**config.mk**
```make
export PLATFORM = sky130hd
export DESIGN_NAME = truth_table_sweeper
export DESIGN_NICKNAME = d
export VERILOG_FILES = /design/src/rtl/sweep_pkg.sv /design/src/rtl/settle_timer.sv /design/src/rtl/truth_table_sweeper.sv
export SDC_FILE = /design/constraint.sdc
export NUM_CORES = 1
export LEC_CHECK = 0
export CORE_UTILIZATION = 60
export CTS_CLUSTER_SIZE = 25
export DETAILED_ROUTE_END_ITERATION = 16
export DONT_BUFFER_PORTS = 1
export PLACE_DENSITY_LB_ADDON = 0.12
export REMOVE_ABC_BUFFERS = 1
export SKIP_LAST_GASP = 1
export SLEW_MARGIN = 20
export SYNTH_ARGS = -nofsm -noshare
export SYNTH_HDL_FRONTEND = slang
export SYNTH_SLANG_ARGS = --single-unit
```
**constraint.sdc**
```tcl
create_clock -name clk -period 1.96 [get_ports clk]
set_input_delay 0.294 -clock clk [delete_from_list [all_inputs] [get_ports clk]]
set_output_delay 0.294 -clock clk [all_outputs]
set_load 0.01 [all_outputs]
```
**src/rtl/sweep_pkg.sv**
```systemverilog
// sweep_pkg: shared FSM state type and settle-time limits for truth_table_sweeper.
package sweep_pkg;

    typedef enum logic [2:0] {
        IDLE,
        DRIVE,
        SAMPLE,
        EMIT,
        DONE
    } sweep_state_e;

    localparam int SWEEP_SETTLE_MAX = 15;

    // Settle timer reload value; out-of-range SETTLE is clamped to 1..SWEEP_SETTLE_MAX.
    function automatic logic [3:0] settle_load(input int s);
        return 4'((s < 1 ? 1 : (s > SWEEP_SETTLE_MAX ? SWEEP_SETTLE_MAX : s)) - 1);
    endfunction

endpackage

```
**src/rtl/settle_timer.sv**
```systemverilog
// settle_timer: 4-bit loadable down-counter that flags expiry when it reaches 0.
//   clk, rst_n : clock, synchronous active-low reset
//   load_i     : load val_i (takes priority over counting)
//   en_i       : count down while nonzero
//   val_i      : reload value
//   expire_o   : counter is 0
module settle_timer (
    input  logic       clk,
    input  logic       rst_n,
    input  logic       load_i,
    input  logic       en_i,
    input  logic [3:0] val_i,
    output logic       expire_o
);

    logic [3:0] cnt_q, cnt_d;

    always_comb cnt_d = load_i ? val_i : (en_i && cnt_q != 4'd0) ? cnt_q - 4'd1 : cnt_q;

    always_ff @(posedge clk) begin
        if (!rst_n) cnt_q <= 4'd0;
        else        cnt_q <= cnt_d;
    end

    assign expire_o = cnt_q == 4'd0;

endmodule

```
**src/rtl/truth_table_sweeper.sv**
```systemverilog
// truth_table_sweeper: drives every input vector into a combinational DUT and checks it against a truth table.
//   clk, rst_n            : clock, synchronous active-low reset
//   start                 : sweep request, accepted only when idle or done
//   vec_o / dut_c_i       : DUT inputs (bit 1 = a, bit 0 = b) / DUT output
//   res_valid / res_ready : result stream handshake
//   res_vec/res_c/res_exp : vector, sampled output and expected output of the current result
//   busy, done, pass      : sweep status; pass = done with no mismatches
//   err_cnt               : mismatch count, saturating at 2^N_IN
// Macro SWEEP_STOP_ON_FAIL_EN: end the sweep after the first mismatching result is emitted.
module truth_table_sweeper
    import sweep_pkg::*;
#(
    parameter int                    N_IN   = 2,
    parameter int                    SETTLE = 1,
    parameter logic [(1<<N_IN)-1:0]  EXPECT = 4'b1000
) (
    input  logic            clk,
    input  logic            rst_n,
    input  logic            start,
    output logic [N_IN-1:0] vec_o,
    input  logic            dut_c_i,
    output logic            res_valid,
    input  logic            res_ready,
    output logic [N_IN-1:0] res_vec,
    output logic            res_c,
    output logic            res_exp,
    output logic            busy,
    output logic            done,
    output logic            pass,
    output logic [N_IN:0]   err_cnt
);

    localparam logic [N_IN-1:0] LAST    = '1;
    localparam logic [N_IN:0]   ERR_MAX = {1'b1, {N_IN{1'b0}}};
    localparam logic [3:0]      SET_LD  = settle_load(SETTLE);

    sweep_state_e    state_q, state_d;
    logic [N_IN-1:0] vec_q, vec_d;
    logic [N_IN:0]   err_q, err_d;
    logic            res_c_q, res_c_d, res_exp_q, res_exp_d;
    logic            load, expire, stop, exp_bit;

    settle_timer u_timer (
        .clk     (clk),
        .rst_n   (rst_n),
        .load_i  (load),
        .en_i    (state_q == DRIVE),
        .val_i   (SET_LD),
        .expire_o(expire)
    );

    assign exp_bit = EXPECT[vec_q];

`ifdef SWEEP_STOP_ON_FAIL_EN
    assign stop = vec_q == LAST || res_c_q != res_exp_q;
`else
    assign stop = vec_q == LAST;
`endif

    always_comb begin
        state_d   = state_q;
        vec_d     = vec_q;
        err_d     = err_q;
        res_c_d   = res_c_q;
        res_exp_d = res_exp_q;
        load      = 1'b0;
        case (state_q)
            IDLE, DONE: if (start) begin
                state_d = DRIVE;
                vec_d   = '0;
                err_d   = '0;
                load    = 1'b1;
            end
            DRIVE: if (expire) state_d = SAMPLE;
            SAMPLE: begin
                res_c_d   = dut_c_i;
                res_exp_d = exp_bit;
                err_d     = (dut_c_i != exp_bit && err_q != ERR_MAX) ? err_q + 1'b1 : err_q;
                state_d   = EMIT;
            end
            EMIT: if (res_ready) begin
                state_d = stop ? DONE : DRIVE;
                vec_d   = stop ? vec_q : vec_q + 1'b1;
                load    = !stop;
            end
            default: state_d = IDLE;
        endcase
    end

    always_ff @(posedge clk) begin
        if (!rst_n) begin
            state_q   <= IDLE;
            vec_q     <= '0;
            err_q     <= '0;
            res_c_q   <= 1'b0;
            res_exp_q <= 1'b0;
        end else begin
            state_q   <= state_d;
            vec_q     <= vec_d;
            err_q     <= err_d;
            res_c_q   <= res_c_d;
            res_exp_q <= res_exp_d;
        end
    end

    assign vec_o     = vec_q;
    assign res_vec   = vec_q;
    assign res_c     = res_c_q;
    assign res_exp   = res_exp_q;
    assign res_valid = state_q == EMIT;
    assign busy      = state_q == DRIVE || state_q == SAMPLE || state_q == EMIT;
    assign done      = state_q == DONE;
    assign pass      = done && err_q == '0;
    assign err_cnt   = err_q;

endmodule
```
Word-level counts from Yosys, hierarchy flattened
Index checks and enable logic that the tools add are counted.
{"block": "word_totals", "regBits": 14, "input_bits": 5, "out_inout_bits": 13}
{"block": "op_classes", "n_addsub": 3, "n_lt_le_gt_ge": 1, "eq_ne": 12, "mux": 17, "bitwise_logic": 1, "n_reduce_logical": 17}
{"op": "two-way mux 3 bit", "n": 6}
{"op": "one-hot mux 3 bit (4 select lines)", "n": 1}
{"op": "inequality test 2 bit (second input constant)", "n": 4}
{"op": "== test 3 x 2 -> 1 bit (second input constant)", "n": 2}
{"op": "logical NOT 3 bit", "n": 2}
{"op": "two-way mux 2 bit", "n": 3}
{"op": "one-hot mux 3 bit (2 select lines)", "n": 1}
{"op": "AND reduction 3 bit", "n": 2}
{"op": "logical NOT 4 bit", "n": 1}
{"op": "one-hot mux 2 bit (2 select lines)", "n": 1}
{"op": "AND reduction 4 bit", "n": 1}
{"op": "nonzero test 2 bit", "n": 2}
{"op": "nonzero test 4 bit", "n": 1}
{"op": "OR reduction 2 bit", "n": 2}
{"op": "subtractor 4 x 1 -> 4 bit (second input constant)", "n": 1}
{"op": "adder 3 x 1 -> 3 bit (second input constant)", "n": 1}
{"op": "== test 3 x 1 -> 1 bit (second input constant)", "n": 1}
{"op": "== test 3 bit (second input constant)", "n": 1}
{"op": "logical AND 1 bit", "n": 3}
{"op": "< comparator 2 x 3 -> 1 bit (second input constant)", "n": 1}
{"op": "two-way mux 1 bit", "n": 3}
{"op": "inequality test 3 bit (second input constant)", "n": 1}
{"op": "adder 2 x 1 -> 2 bit (second input constant)", "n": 1}
{"op": "binary-select mux 1 bit (select 2 bit)", "n": 1}
{"op": "other kinds (7)", "n": 8}

Logic depth before layout (Yosys ltp)
{"block": "logic_depth", "depth_word": 6, "mapped_depth": 5, "depth_no_buf": 5}

Modules after synthesis
Synthesis repeated with hierarchy kept, for this count alone.
{"block": "unflattened", "cells_unflattened": 103, "hier_area_um2": 930.9}
{"module": "truth_table_sweeper", "n_inst": 1, "cells_each": 72, "area_each_um2": 673.1, "seq_area_each_um2": 200.2}
{"module": "settle_timer", "n_inst": 1, "cells_each": 31, "area_each_um2": 257.7, "seq_area_each_um2": 80.1}

Worst setup path before layout
OpenSTA, ideal clock, no wires.
{"block": "synth_path", "path_type": "register to register", "startpoint": "register vec_q[0] (netlist: res_vec[0])", "endpoint": "register u_timer.cnt_q[0]", "setup_ns": 0.134, "t_arrival_ns": 1.469, "t_required_ns": 1.826, "path_slack_ns": 0.357, "stages_incl_launch_ff": 5, "path_cell_list": "dfxtp_1 ha_1 or4bb_1 o211ai_1 a21oi_1"}
{"block": "synth_via", "elab_chain_len": 5}
{"item": "from (decl)", "line_no": "truth_table_sweeper.sv:38", "text": "logic [N_IN-1:0] vec_q, vec_d;"}
{"item": "from (signal assigned)", "line_no": "truth_table_sweeper.sv:99", "text": "vec_q <= vec_d;"}
{"item": "== test 2 bit", "line_no": "truth_table_sweeper.sv:57", "text": "assign stop = vec_q == LAST;"}
{"item": "logical NOT 1 bit", "line_no": "truth_table_sweeper.sv:84", "text": "load = !stop;"}
{"item": "two-way mux 1 bit", "line_no": "truth_table_sweeper.sv:81", "text": "EMIT: if (res_ready) begin"}
{"item": "one-hot mux 1 bit (2 select lines)", "line_no": "truth_table_sweeper.sv:67", "text": "case (state_q)"}
{"item": "OR reduction 2 bit (no source line)"}
{"item": "to (signal assigned)", "line_no": "settle_timer.sv:22", "text": "else cnt_q <= cnt_d;"}
{"item": "to (decl)", "line_no": "settle_timer.sv:16", "text": "logic [3:0] cnt_q, cnt_d;"}
No other way between the ends.
A chain may end at the register's enable or synchronous reset.

Worst setup path after layout
{"block": "layout_path", "startpoint": "register vec_q[1] (netlist: res_vec[1])", "endpoint": "register u_timer.cnt_q[2]"}
Same word-level chain as after synthesis.

==> impl_metrics.ini <==
[routing]
viasPerCell = 6.20
vias = 682
routed_wl_um = 1540
first_iter_violations = 14
drtAntennaViolNets = 0
first_pass_iters = 4
wl_per_cell_um = 14.0
drc = 0

[die]
fp.coreArea_um2 = 1320
start_util = 0.648
dieArea_um2 = 1580
die_y_um = 39.7
die_w_um = 39.7
row_count = 13
ios = 18

[yosys]
synth_cell_types = 36
synth-seq-cells = 14
synth_ff_type = dfxtp_1
synth_cells = 98
avgSynthCellArea_um2 = 8.71
yosys-top-cells-area = dfxtp_1 33%, mux2i_1 7.0%, ha_1 5.9%
ys_seq_area_frac = 0.328
yosysTopAreaCell = dfxtp_1
ys.warnings.count = 0
ys_async_sr_fraction = 0
synth_edf_count = 0
syn_area_um2 = 853
synth.top_cell.area_share = 0.328

[placed_design]
dp.cells = 107
post-dp-hpwl_um = 1140
dpl_cell_area_um2 = 842
numPortBuffers = 0
globalplace.congestion = 0.859

[worst_setup_path]
cp-startpoint = res_vec[1]
worstSetupStartpointType = flip-flop
required_ps = 2100
timing_worst_setup_path_type = flip-flop to flip-flop
end_kind = flip-flop
reg2reg_slack_ps = 150
worstReg2RegStart = res_vec[1]
worstPathArrival_ps = 1950
crit_fanout = 5

[sta]
tns_ps = 0
max_slew_margin = 0.703
report.final.setup_viol = 0
hold_violations = 0
fin_skew_ps = 0.825
rsz0062_at_grt = false
max_slew.worst_pin.slew_ps = 443
finalWorstPathRequiredPeriod_ps = 1810
timing.fmax_mhz = 552
fin_crit_sh = 0.925
whs_ps = 155
finalMaxSlewViolations = 0

[clock_network]
cts.path.max_buffers = 2
post_cts_buffers = 0
cts_tree = yes
clock_sinks = 14
root_buffer = clkbuf_4
numCtsBuffers = 3
holdBufCountCts = 0
insertion_delay_ps = 270
htreeDepth = 1
clkTransAtPathRegs_ps = 70

[flow_run]
max_cap_violations = 0

[power]
leakage_nw = 0.329
power.share.clock = 0.275
p_seq_frac = 0.564
ir_drop_v = 0.000368
p_int_uw = 404
p_sw_uw = 147
combPwrFrac = 0.161
switching_share = 0.267
power_density_nw_per_um2 = 634

[status]
outcome = complete, no violations

[finish]
layout.cells.non_filler = 110
nets = 106
multi_input_area_um2 = 510
syn2layout_area_growth_pct = 1.91
drive_gt1_frac = 0.147
design_area_um2 = 870
diodes = 0
fillers = 118
final_util = 0.660
regArea_um2 = 280

[grt]
grt_max_degree = 15
grt_use_total = 0.237
grt_pass1_vias = 620
grt-ovfl-total = 0
antenna_found_initial = 0
grt_first_pass_wirelength_um = 2480

[worst_hold_path]
hold_class = input pin to flip-flop
hold_start = dut_c_i
[per-stage QoR]
| step | total power [mW] | worst slack [ps] |
|---|---|---|
| after floorplan | 0.388 | 316 |
| after global placement | 0.404 | 237 |
| after detailed placement | 0.406 | 180 |
| after CTS | 0.559 | 185 |
| after global routing | 0.580 | 4.72 |
| final | 0.551 | 147 |
[final cells by class]
class                      instances  share of cell area
clock buffer                       3              0.0259
inverter                           8              0.0345
multi-input combinational         69               0.587
sequential                        14               0.322
tap                               15              0.0216
timing repair buffer               1             0.00863
[worst max-delay path, cell delays in order, from the launching register on]
cell	delay (ps)
dfxtp_1	390
ha_1	280
or4bb_1	530
o211ai_1	400
a21oi_1	80
[cells in the mapped netlist, types with 3 or more instances]
master   count
mux2i_1      6
inv_1        8
dfxtp_1     14
buf_2        3
o21ai_0      5
a21oi_1      5
ha_1         4
nand2_1      7
nand3_1      8
nor3b_1      3
[cell families after synthesis]
logic type | after synthesis | share of synthesized area
muxes | 6 | 0.0704
AOI/OAI and AO/OA | 17 | 0.131
xor gates and xnor gates | 1 | 0.0103
DFF | 14 | 0.328
adders and majority gates | 4 | 0.0587
buffers and inverters | 15 | 0.0792
and+or+nand+nor | 41 | 0.323
[routing by layer]
metal	up-vias	global-route usage	part of all wire
li1	343	-	-
met1	321	0.294	0.46
met2	16	0.369	0.48
met3	2	0.0795	0.053
met4	0	0.0948	0.0071
met5	-	0	0
[repair_timing]
item,4_1_cts,5_1_grt
gates resized for setup,0,1
endpoints found under the hold margin,0,0
setup endpoints to repair,0,1
[power groups by stage]
stage,clock network [mW],registers (mW),logic (mW)
finish,0.151,0.311,0.0888
global route,0.168,0.314,0.0991
CTS,0.160,0.311,0.0886
detailed placement,0,0.318,0.0883
global placement,0,0.317,0.0870
floorplan,0,0.314,0.0745
[worst paths after layout]
kind	end	cells after the start
min reg2reg	u_timer.cnt_q[1]	2
max	u_timer.cnt_q[2]	4
max reg2reg	u_timer.cnt_q[2]	4
min	res_c	2
[placed cells by master (no fill, tap or decap), types with 3 or more instances in the layout]
cell	Yosys	final
dfxtp_1	14	14
inv_1	8	8
nand3_1	8	8
nand2_1	7	7
mux2i_1	6	6
o21ai_0	5	5
a21oi_1	5	5
ha_1	4	4
clkbuf_4	0	3
[state kept, by name, summed over array words and instances (netlist names)]
| register | count |
|---|---|
| err_cnt | 3 |
| res_c | 1 |
| res_exp | 1 |
| res_vec | 2 |
| state_q | 3 |
| u_timer.cnt_q | 4 |
(Power assumes the default switching activity.)
